$ cat config.mk
export PLATFORM = sky130hd
export DESIGN_NAME = bus2reg_arbiter
export DESIGN_NICKNAME = d
export VERILOG_FILES = /design/src/rtl/bus2reg_arbiter.sv
export SDC_FILE = /design/constraint.sdc
export NUM_CORES = 1
export LEC_CHECK = 0
export CAP_MARGIN = 10
export CORE_AREA = 4 4 130 132
export CTS_CLUSTER_SIZE = 30
export DETAILED_ROUTE_END_ITERATION = 16
export DIE_AREA = 0 0 134 136
export GPL_TIMING_DRIVEN = 1
export PLACE_DENSITY = 0.72
export SETUP_SLACK_MARGIN = 0.4
export SYNTH_ARGS = -nofsm -noshare
export SYNTH_HDL_FRONTEND = slang
export SYNTH_SLANG_ARGS = --single-unit
$ cat constraint.sdc
create_clock -name clk -period 2.21 [get_ports clk]
set_input_delay 0.5525 -clock clk [delete_from_list [all_inputs] [get_ports clk]]
set_output_delay 0.5525 -clock clk [all_outputs]
set_load 0.02 [all_outputs]
$ cat src/rtl/bus2reg_arbiter.sv
// Round-robin arbiter giving two bus-side masters shared access to one register-map port.
// One transaction is outstanding at a time; a watchdog answers hung transactions with an error.
module bus2reg_arbiter #(
    parameter int DATA_WIDTH = 32,
    parameter int ADDR_WIDTH = 11,
    parameter int TIMEOUT    = 255
) (
    input  logic                  clk,
    input  logic                  rst,
    input  logic                  m0_req,
    input  logic                  m0_req_is_wr,
    input  logic [ADDR_WIDTH-1:0] m0_addr,
    input  logic [DATA_WIDTH-1:0] m0_wr_data,
    input  logic [DATA_WIDTH-1:0] m0_wr_biten,
    output logic                  m0_ready,
    output logic                  m0_err,
    output logic [DATA_WIDTH-1:0] m0_rd_data,
    input  logic                  m1_req,
    input  logic                  m1_req_is_wr,
    input  logic [ADDR_WIDTH-1:0] m1_addr,
    input  logic [DATA_WIDTH-1:0] m1_wr_data,
    input  logic [DATA_WIDTH-1:0] m1_wr_biten,
    output logic                  m1_ready,
    output logic                  m1_err,
    output logic [DATA_WIDTH-1:0] m1_rd_data,
    output logic                  bus_req,
    output logic                  bus_req_is_wr,
    output logic [ADDR_WIDTH-1:0] bus_addr,
    output logic [DATA_WIDTH-1:0] bus_wr_data,
    output logic [DATA_WIDTH-1:0] bus_wr_biten,
    output logic                  bus_req_stall_wr,
    output logic                  bus_req_stall_rd,
    input  logic                  bus_ready,
    input  logic                  bus_err,
    input  logic [DATA_WIDTH-1:0] bus_rd_data
);

    localparam int CNT_WIDTH = $clog2(TIMEOUT + 1);

    typedef enum logic [1:0] {
        IDLE  = 2'd0,
        ISSUE = 2'd1,
        WAIT  = 2'd2
    } state_t;

    state_t               state;
    state_t               next_state;
    logic                 grant;
    logic                 last_grant;
    logic                 grant_take;
    logic                 grant_sel;
    logic                 resp;
    logic                 timed_out;
    logic [CNT_WIDTH-1:0] wait_cnt;

    always_ff @(posedge clk) begin
        if (rst) begin
            state <= IDLE;
        end else begin
            state <= next_state;
        end
    end

    always_comb begin
        next_state = state;
        grant_take = 1'b0;
        grant_sel  = grant;
        resp       = 1'b0;
        timed_out  = 1'b0;
        bus_req    = 1'b0;
        m0_ready   = 1'b0;
        m0_err     = 1'b0;
        m0_rd_data = '0;
        m1_ready   = 1'b0;
        m1_err     = 1'b0;
        m1_rd_data = '0;

        case (state)
            IDLE: begin
                if (m0_req || m1_req) begin
                    grant_take = 1'b1;
                    // On contention the master that did not win last time goes next
                    grant_sel  = (m0_req && m1_req) ? ~last_grant : m1_req;
                    next_state = ISSUE;
                end
            end
            ISSUE: begin
                bus_req    = 1'b1;
                next_state = WAIT;
            end
            WAIT: begin
                if (bus_ready || bus_err) begin
                    resp       = 1'b1;
                    next_state = IDLE;
                end else if (wait_cnt == CNT_WIDTH'(TIMEOUT)) begin
                    timed_out  = 1'b1;
                    next_state = IDLE;
                end
            end
            default: next_state = IDLE;
        endcase

        // A timed-out transaction is always an error with zero data
        if (resp || timed_out) begin
            if (grant) begin
                m1_ready   = 1'b1;
                m1_err     = timed_out | bus_err;
                m1_rd_data = (resp && !bus_req_is_wr) ? bus_rd_data : '0;
            end else begin
                m0_ready   = 1'b1;
                m0_err     = timed_out | bus_err;
                m0_rd_data = (resp && !bus_req_is_wr) ? bus_rd_data : '0;
            end
        end
    end

    always_ff @(posedge clk) begin
        if (rst) begin
            grant         <= 1'b0;
            last_grant    <= 1'b1;
            wait_cnt      <= '0;
            bus_req_is_wr <= 1'b0;
            bus_addr      <= '0;
            bus_wr_data   <= '0;
            bus_wr_biten  <= '0;
        end else begin
            if (grant_take) begin
                grant      <= grant_sel;
                last_grant <= grant_sel;
                if (grant_sel) begin
                    bus_req_is_wr <= m1_req_is_wr;
                    bus_addr      <= m1_addr;
                    bus_wr_data   <= m1_wr_data;
                    bus_wr_biten  <= m1_wr_biten;
                end else begin
                    bus_req_is_wr <= m0_req_is_wr;
                    bus_addr      <= m0_addr;
                    bus_wr_data   <= m0_wr_data;
                    bus_wr_biten  <= m0_wr_biten;
                end
            end
            if (state == ISSUE) begin
                wait_cnt <= '0;
            end else if (state == WAIT) begin
                wait_cnt <= wait_cnt + CNT_WIDTH'(1);
            end
        end
    end

    assign bus_req_stall_wr = (state != IDLE) &&  bus_req_is_wr;
    assign bus_req_stall_rd = (state != IDLE) && !bus_req_is_wr;

endmodule

==> flow_summary.json, run 1 <==
{
  "status": "finished, violations left",
  "violations": "negative setup slack",
  "portBuffers": 336,
  "viasPerCell": 5.71,
  "clk_pin_slew_worst_paths_ns": 0.07,
  "synth_simple_gate_area_share_pct": 31.8,
  "dpl-instance-area_um2": 8870,
  "ys_warn_count": 0,
  "synth_seq_area_share_pct": 35.4,
  "synthArstFlopShare_pct": 0,
  "skew_ns": 0.00644,
  "syn-num-nets": 808,
  "cts_buffers": 9,
  "syn_to_final_growth_pct": 94.6,
  "fmax_mhz": 447,
  "multiInputGateArea_um2": 3140,
  "worstHoldStart": "bus_wr_biten[21]",
  "critPathKind": "reg2out",
  "rr_startpoint": "state[0]",
  "post-route-min-period_ns": 2.24,
  "antenna_found_initial": 2,
  "clock-root-buffer": "clkbuf_16",
  "worst-path-max-fanout": 16,
  "final_area_um2": 9680,
  "leakagePower_nw": 3.80,
  "internal_power_mw": 3.51,
  "p_clk_share_pct": 28.8,
  "final_cell_mix": "clkdlybuf4s50_1 (184), nor4_1 (151), dfxtp_1 (81)",
  "synth_top_area_share_pct": 35.4,
  "ios": 337,
  "drive_above_1_share_pct": 28.4,
  "worstPathCellList": "nand2b_4, nor4_4, buf_4, buf_12, and2_2, buf_6",
  "grt_pass1_vias": 6508,
  "chipWidth_um": 134,
  "vias": 6673,
  "holdWs_ns": 0.509,
  "synth_compound_area_share_pct": 23.9,
  "finalSetupViolations": 14,
  "dp_hpwl_um": 16600,
  "row_count": 46,
  "ant_nets": 0,
  "relSlewSlack_pct": 67.8,
  "synth_xor_area_share_pct": 0.176,
  "p_comb_share_pct": 36.0,
  "die_h_um": 136,
  "startpoint": "state[0]",
  "nets": 1137,
  "grt_overflow": 0,
  "cpPeakStageDelay_ns": 0.33,
  "cp_top_family": "simple AND/OR/NAND/NOR gates",
  "clock_latency_ns": 0.34,
  "crit_path_top_delay_cell": "dfxtp_2",
  "critPathBufInv": 3,
  "synthAdderAreaFrac_pct": 0.252,
  "cts_tree": "built",
  "dieArea_um2": 18200,
  "yosys.area.top_type": "dfxtp_1",
  "drc": 0,
  "grt_use_total_pct": 25.0,
  "cts_num_sinks": 88,
  "rsz0062_at_grt": "yes",
  "place_congestion": 0.826,
  "synth_edf_count": 0,
  "cp_data_arrival_time_ns": 1.68,
  "synth_cell_type_count": 40,
  "synthTopCellsByArea": "dfxtp_1 (35%), nor4_1 (19%), a2111oi_0 (13%)",
  "startpoint_type": "flop",
  "drtIter0Drc": 436,
  "grt_max_degree": 154,
  "initial_core_util_pct": 31.7,
  "core-area_um2": 15700,
  "holdCritPathClass": "reg2reg",
  "setup_ws_ns": -0.0251,
  "ir_drop_v": 0.000326,
  "num-fill-cells": 1336,
  "p_sw_mw": 1.80,
  "synthCells": 617,
  "worst_slew_pin_slew_ns": 0.471,
  "ys.flop_type": "dfxtp_1",
  "maxCapViolCount": 0,
  "grt_pass1_wl_um": 36600,
  "holdBufCountCts": 0,
  "power.share.switching_pct": 33.9,
  "wl_um": 25800,
  "muxShareOfSynthArea_pct": 0.226,
  "clockBufferDepth": 2,
  "ys_ff_latch": 88,
  "p_seq_share_pct": 35.2,
  "crit_required_ns": 1.66,
  "drt_pass1_iterations": 5,
  "final_max_slew_viol_count": 0,
  "seq_area_um2": 1770,
  "netlist_area_um2": 4970,
  "h-tree-depth": 3,
  "wl_per_cell_um": 22.1,
  "hold_viol": 0,
  "endpoint_kind": "primary output",
  "power.total_mw": 5.31,
  "final.period_utilization_pct": 101,
  "mostFrequentLayoutCell": "clkdlybuf4s50_1",
  "synth_top_family_by_area": "simple AND/OR/NAND/NOR gates",
  "syn_avg_cell_area_um2": 8.06,
  "power.density_nw_per_um2": 549
}
[stage by stage]
step / setup WS (ns) / utilization, % / instances / TNS, ns
4_1_cts: -0.00184 / 59.9 / 1159 / -0.00682
3_3_place_gp: -0.636 / 56.5 / 1129 / -39.61
5_1_grt: -0.0692 / 61.6 / 1168 / -1.54
6_report: -0.0251 / 61.6 / 1168 / -0.103
2_1_floorplan: 0.381 / - / 617 / 0
3_5_place_dp: -0.667 / 56.5 / 1129 / -41.16
[sequential cells by signal (all words and copies together) (netlist names)]
name	cells
bus_req_is_wr	1
bus_wr_data	32
last_grant	1
bus_addr	11
grant	1
state	2
wait_cnt	8
bus_wr_biten	32
[tightest hold or removal path: cells and delay by family, from the launching register on]
family | cells | cell delay (ns)
AO/OA/AOI/OAI | 1 | 0.11
AND/OR/NAND/NOR | 1 | 0.05
flip-flops | 1 | 0.31
[power groups by stage]
stage / Sequential [mW] / Clock [mW] / Combinational [mW]
2_1_floorplan: 2.10 / 0 / 0.671
3_3_place_gp: 1.90 / 0 / 1.88
3_5_place_dp: 1.90 / 0 / 1.89
4_1_cts: 1.87 / 1.56 / 1.83
5_1_grt: 1.89 / 1.61 / 2.04
6_report: 1.87 / 1.53 / 1.92
[worst paths after layout]
path,to,slack [ns],cells after the start
worst max-delay path,m0_rd_data[24],-0.03,6
worst min-delay path,bus_wr_biten[21],0.51,2
worst max register to register,bus_wr_data[6],0.46,5
worst min register to register,bus_wr_biten[21],0.51,2
[per-layer routing]
layer	up-vias	part of all wire, %	GRT usage [%]
li1	3134	-	-
met1	3166	40	30.3
met2	323	49	43.1
met3	48	8.3	6.22
met4	2	3.2	9.09
met5	-	0.050	0
[final cells by class]
type                            count  area share, %
Antenna cell                        1         0.0258
Clock buffer                       10           2.36
Clock inverter                      6          0.620
Inverter                            7          0.297
Multi-Input combinational cell    429           32.4
Sequential cell                    88           18.3
Tap cell                          216           2.79
Timing Repair Buffer              411           43.2
[cells by family after synthesis]
family / count (synthesis)
compound gates: 173
xor+xnor: 1
fa+ha+maj: 1
buf+inv: 100
flops: 88
mux: 1
simple gates: 253
[repair_timing]
action,4_1_cts,5_1_grt
pin swaps,19,13
gates resized for setup,538,68
hold endpoints to repair,0,0
endpoints found under the setup margin,154,137
cloned,4,4
buffers inserted,10,4
[cell usage after synthesis (all sizes together) (2+ instances only)]
cell	number
dfxtp	88
nor2	8
a2111oi	76
or4	4
and3	2
nand2	2
inv	7
a21oi	80
nor3	5
buf	30
nand3b	3
o31ai	4
or2	2
o21ai	2
clkbuf	63
nand2b	3
nor4	153
a211oi	5
and2	65
No activity file was read; power rests on OpenSTA's default activity.
==> run 2, diff against run 1 <==
==> constraint.sdc (replaced) <==
create_clock -name clk -period 2.2 [get_ports clk]
set_input_delay 0.55 -clock clk [delete_from_list [all_inputs] [get_ports clk]]
set_output_delay 0.55 -clock clk [all_outputs]
set_load 0.02 [all_outputs]
==> run 2 against run 1 <==
Compared with the run above: the run now ends clean; register-to-register slack got worse by 0.02 ns; global-route usage increased by 0.24 points; clock-buffer cell count unchanged; clock power increased by 9%; power increased by 3.2%; wire length about the same; clock skew increased by 0.0026 ns; core utilization increased by 0.064 points; non-clock buffer count decreased by 4; worst setup slack improved by 0.037 ns; first-iteration DRC count decreased by 22%.
==> flow_summary.json, run 2 (synthesis gave the netlist of run 1 again) <==
{
  "skew_ns": 0.00900,
  "hold_viol": 0,
  "nets": 1133,
  "p_seq_share_pct": 34.3,
  "row_count": 46,
  "vias": 6681,
  "portBuffers": 336,
  "final.period_utilization_pct": 99.5,
  "worst_slew_pin_slew_ns": 0.634,
  "die_h_um": 136,
  "grt_use_total_pct": 25.2,
  "initial_core_util_pct": 31.7,
  "dieArea_um2": 18200,
  "syn_to_final_growth_pct": 94.8,
  "dp_cells": 1129,
  "chipWidth_um": 134,
  "power.density_nw_per_um2": 566,
  "holdBufCountCts": 0,
  "rr_worst_depth": 5,
  "startpoint_type": "primary input",
  "internal_power_mw": 3.66,
  "num-fill-cells": 1339,
  "clock-root-buffer": "clkbuf_16",
  "setup_ws_ns": 0.0114,
  "p_clk_share_pct": 30.4,
  "maxCapViolCount": 0,
  "wl_per_cell_um": 22.2,
  "rsz0062_at_grt": "yes",
  "mostFrequentLayoutCell": "clkdlybuf4s50_1",
  "ios": 337,
  "layout.cells.non_filler": 1164,
  "hold_path_depth": 2,
  "relSlewSlack_pct": 57.7,
  "viasPerCell": 5.74,
  "preCtsSetupSlack_ns": -0.700,
  "holdWs_ns": 0.488,
  "cp_data_arrival_time_ns": 1.64,
  "endpoint_kind": "primary output",
  "wl_um": 25800,
  "drc": 0,
  "grt_overflow": 0,
  "grt_max_degree": 154,
  "finalSetupViolations": 0,
  "cts_tree": "built",
  "finalSetupTns_ns": 0,
  "antenna_found_initial": 1,
  "largestRegisters": "bus_wr_biten: 32 flops, bus_wr_data: 32 flops, bus_addr: 11 flops",
  "place_congestion": 0.826,
  "drtIter0Drc": 342,
  "final_cell_mix": "clkdlybuf4s50_1 (184), nor4_1 (150), dfxtp_1 (81)",
  "leakagePower_nw": 3.80,
  "grt_pass1_vias": 6515,
  "fmax_mhz": 457,
  "startpoint": "bus_err",
  "multiInputGateArea_um2": 3150,
  "ir_drop_v": 0.000386,
  "worst-path-max-fanout": 8,
  "rr_startpoint": "state[1]",
  "drive_above_1_share_pct": 27.9,
  "critPathKind": "in2out",
  "clk_pin_slew_worst_paths_ns": 0.06,
  "seq_area_um2": 1780,
  "grt_pass1_wl_um": 36700,
  "core-area_um2": 15700,
  "status": "complete, no violations",
  "post-route-min-period_ns": 2.19,
  "drt_pass1_iterations": 7,
  "cts_num_sinks": 88,
  "clock_latency_ns": 0.35,
  "p_comb_share_pct": 35.3,
  "dp_hpwl_um": 16900,
  "worstHoldStart": "wait_cnt[7]",
  "cts_buffers": 9,
  "holdCritPathClass": "reg2reg",
  "power.share.switching_pct": 33.3,
  "h-tree-depth": 3,
  "ant_nets": 0,
  "power.total_mw": 5.48,
  "crit_required_ns": 1.65,
  "p_sw_mw": 1.82,
  "clockBufferDepth": 2,
  "final_max_slew_viol_count": 0
}
[run 2: cell types whose count changed in the layout (fill, tap and decap cells not counted), sizes merged]
cell,previous run,this run
clkinvlp,2,0
clkbuf,17,14
bufinv,1,2
clkinv,3,4
buf,143,142
[run 2: timing repair]
item                                    CTS  global route
setup buffers                             6             4
gates resized for setup                 570            51
endpoints found under the setup margin  169           133
gates cloned                              4             4
pin swaps                                26            15
[run 2: final timing paths]
check | endpoint | slack, ns
worst max-delay path | m0_rd_data[3] | 0.01
worst min-delay path | wait_cnt[7] | 0.49
worst max register to register | bus_wr_data[17] | 0.44
worst min register to register | wait_cnt[7] | 0.49
[run 2: critical path, stage by stage]
cell and delay, ns:
buf_8 0.08, nor2_4 0.04, buf_6 0.11, nor4_4 0.24, buf_4 0.21, clkbuf_16 0.16, and2_4 0.14, buf_6 0.11
[run 2: power groups by stage]
stage	clock network [mW]	registers [mW]	logic, mW
after floorplan	0	2.11	0.674
after global placement	0	1.91	1.89
after detailed placement	0	1.91	1.90
after CTS	1.70	1.88	1.85
after global routing	1.76	1.90	2.05
final	1.67	1.88	1.93
[run 2: final cells by class]
cell class,count,share of cell area [%]
Clock buffer,10,2.36
Sequential cell,88,18.3
Clock inverter,6,0.865
Multi-Input combinational cell,429,32.5
Timing Repair Buffer,407,42.8
Tap cell,216,2.79
Antenna cell,1,0.0258
Inverter,7,0.297
[run 2: routing by layer]
layer  GRT usage [%]  vias to the layer above  wire (µm)
li1                -                     3123          -
met1            29.8                     3190      10200
met2            44.6                      321      12700
met3            6.18                       47       2090
met4            8.91                        0        838
met5               0                        -          0
[run 2: per-stage QoR]
stage	utilization, %	instance area, µm²
global route	61.7	9690
detailed placement	56.5	8870
floorplan	-	5070
CTS	60.1	9450
global placement	56.5	8870
finish	61.7	9690
==> edit (config.mk and constraints of run 2) <==
Change the parameter `DATA_WIDTH` from 32 to 28.
--- a/src/rtl/bus2reg_arbiter.sv
+++ b/src/rtl/bus2reg_arbiter.sv
@@ -1,7 +1,7 @@
 // Round-robin arbiter giving two bus-side masters shared access to one register-map port.
 // One transaction is outstanding at a time; a watchdog answers hung transactions with an error.
 module bus2reg_arbiter #(
-    parameter int DATA_WIDTH = 32,
+    parameter int DATA_WIDTH = 28,
     parameter int ADDR_WIDTH = 11,
     parameter int TIMEOUT    = 255
 ) (
Ports: changed (9 resized); port bits go from 337 to 301. No check against the original RTL was run, so the function may have changed too.
==> edit against run 2 <==
- the flow now finishes with violations (negative setup slack)
- non-clock buffer count down 51
- sequential cell count is 8 lower
- routed wire length down 17%
- area after synthesis shrank 5.9%
- setup slack worse by 0.012 ns
- die area unchanged
- total power shrank 9.6%
- final area shrank 8.5%
- critical endpoint is now m0_rd_data[14]
- largest power group is now sequential cells
==> edit: results (changes against run 2) <==
Parameter                              Value

Power and ir drop
  Net switching power ... 1.57 mW (-14%)
  Cell leakage power ... 3.41 nW (-10%)
  Peak ir drop on the vdd network ... 0.340 mV (-12%)

Layout
  Filler instances ... 1444 (+7.8%)
  NumNets Final ... 1013 (-11%)
  Antenna diode instance count ... 0 (-1)
  Share of final-layout standard cells stronger than drive strength 1 ... 0.261 (-0.0175)
  Top Registers ... bus_wr_biten x28, bus_wr_data x28, bus_addr x11

Timing
  Setup TNS Final ... -0.000580 ns (-0.000580 ns)
  Total of endpoints with negative setup slack in the final report ... 1 (+1)
  Worst clock skew ... 0.00562 ns (-0.00338 ns)
  Smallest setup slack after layout ... -0.000580 ns (-0.0120 ns)
  Pin slew with the least headroom to its limit ... 0.532 ns (-0.102 ns)

Logic synthesis
  Compound-gate portion of the synthesized area ... 0.230 (-0.00851)
  Synth Net Count ... 728 (-9.9%)
  Count of cell types in the netlist ... 43 (+7.5%)
  Top post-synthesis cells by count ... sky130_fd_sc_hd__dfxtp_1 (80), sky130_fd_sc_hd__a21oi_1 (72), sky130_fd_sc_hd__a2111oi_0 (68), sky130_fd_sc_hd__nor4_1 (68), sky130_fd_sc_hd__nor4b_1 (68)
  Mux contribution to synthesized area ... 0.00241 (+0.000142)
  Synthesized-area fraction occupied by xor and xnor cells ... 0.00187 (+0.000111)
  Sequential-to-total area share from yosys stat ... 0.342 (-0.0120)
  Post-synthesis share of cell area spent on full adders, half adders and majority gates ... 0.00267 (+0.000158)
  Leading cell types by total area after synthesis ... sky130_fd_sc_hd__dfxtp_1 (34%), sky130_fd_sc_hd__a2111oi_0 (13%), sky130_fd_sc_hd__nor4b_1 (13%)

GRT
  GRT Overall Usage ... 0.220 (-0.0321)
  Number of global-route vias before repair ... 5814 (-11%)
  Antenna violations before repair ... 0 (-1)
  Global route overflow ... 0 (unchanged)
  Wire length of the first global-routing pass ... 32400 um (-12%)

Clock tree
  Num CTS Buffers ... 9 (unchanged)
  Clock buffer depth ... 2 (unchanged)
  Worst skew pair latency ... 0.33 ns (-0.02 ns)

Placed design
  Input/output buffers ... 300 (-11%)
  Estimated wirelength of the detail-placed design ... 14100 um (-17%)
  Final RePlAce weighted congestion ... 0.776 (-6.1%)

Detailed routing
  Vias per cell ... 5.57 (-3.0%)
  Routed WL ... 21500 um (-17%)
  TritonRoute pass-1 iters ... 5 (-2)
  1st-iter DRT viols ... 299 (-13%)

Critical path
  Crit Path Max Fanout ... 7 (-1)

Run status
  Outcome ... complete, but fails checks
  Failing checks ... negative setup slack
## edit: cell count changes in the layout (fill, tap and decap cells not counted), sizes merged, moves of 19 or more
cell | before | now
nor4b | 0 | 68
nor4 | 153 | 69
clkdlybuf4s50 | 184 | 165
buf | 142 | 122
## edit: final timing paths
check | end | slack, ns | cells after the start
max | m0_rd_data[14] | -0.0006 | 8
min | wait_cnt[7] | 0.49 | 2
max reg2reg | bus_wr_biten[27] | 0.46 | 5
min reg2reg | wait_cnt[7] | 0.49 | 2
## edit: layout make-up
class	instances	area share
multi-input cells	389	0.338
clock buffers	11	0.0263
well taps	216	0.0305
repair buffers	356	0.413
inverters	6	0.00254
flip-flops and latches	80	0.182
clock inverters	4	0.00790
## edit: logic make-up (layout without fill, tap and decap cells)
logic type                 count (synthesis)  count (layout)
AOI/OAI and AO/OA                        157             157
xor gates and xnor gates                   1               1
adders and majority gates                  1               1
buffers and inverters                     88             377
DFF                                       80              80
muxes                                      1               1
and+or+nand+nor                          229             229
## edit: stage by stage
step | hold WS (ns) | cell area [um^2] | utilization | setup WS, ns | std cells
detailed placement | 0.477 | 8220 | 0.523 | -0.737 | 1033
global route | 0.523 | 8860 | 0.564 | -0.0731 | 1062
CTS | 0.491 | 8780 | 0.559 | -0.0216 | 1061
finish | 0.490 | 8860 | 0.564 | -0.000580 | 1062
global placement | 0.464 | 8220 | 0.523 | -0.691 | 1033
floorplan | 0.456 | 4860 | - | 0.317 | 557
## edit: power by group through the flow
| stage | Sequential, mW | Combinational (mW) | Clock, mW |
|---|---|---|---|
| final | 1.72 | 1.67 | 1.57 |
| after CTS | 1.72 | 1.65 | 1.61 |
| after global placement | 1.75 | 1.71 | 0 |
| after detailed placement | 1.75 | 1.72 | 0 |
| after floorplan | 1.92 | 0.631 | 0 |
| after global routing | 1.73 | 1.79 | 1.65 |
## edit: routing by layer
| metal | vias to the layer above | track usage | routed length, um |
|---|---|---|---|
| li1 | 2801 | - | - |
| met1 | 2824 | 0.269 | 8760 |
| met2 | 262 | 0.381 | 10600 |
| met3 | 26 | 0.0551 | 1680 |
| met4 | 0 | 0.0720 | 482 |
| met5 | - | 0 | 0 |
## edit: what timing repair did
item / CTS / global route
setup buffers: 8 / 1
endpoints found under the setup margin: 131 / 83
pin swaps: 12 / 6
cloned: 5 / 0
gates resized for setup: 471 / 34
## edit: critical path, cell delays in order
cell and delay, ns:
sky130_fd_sc_hd__buf_8 0.09, sky130_fd_sc_hd__nor2_4 0.05, sky130_fd_sc_hd__buf_6 0.11, sky130_fd_sc_hd__nor4_4 0.29, sky130_fd_sc_hd__buf_4 0.17, sky130_fd_sc_hd__clkbuf_16 0.14
sky130_fd_sc_hd__and2_4 0.14, sky130_fd_sc_hd__buf_6 0.11
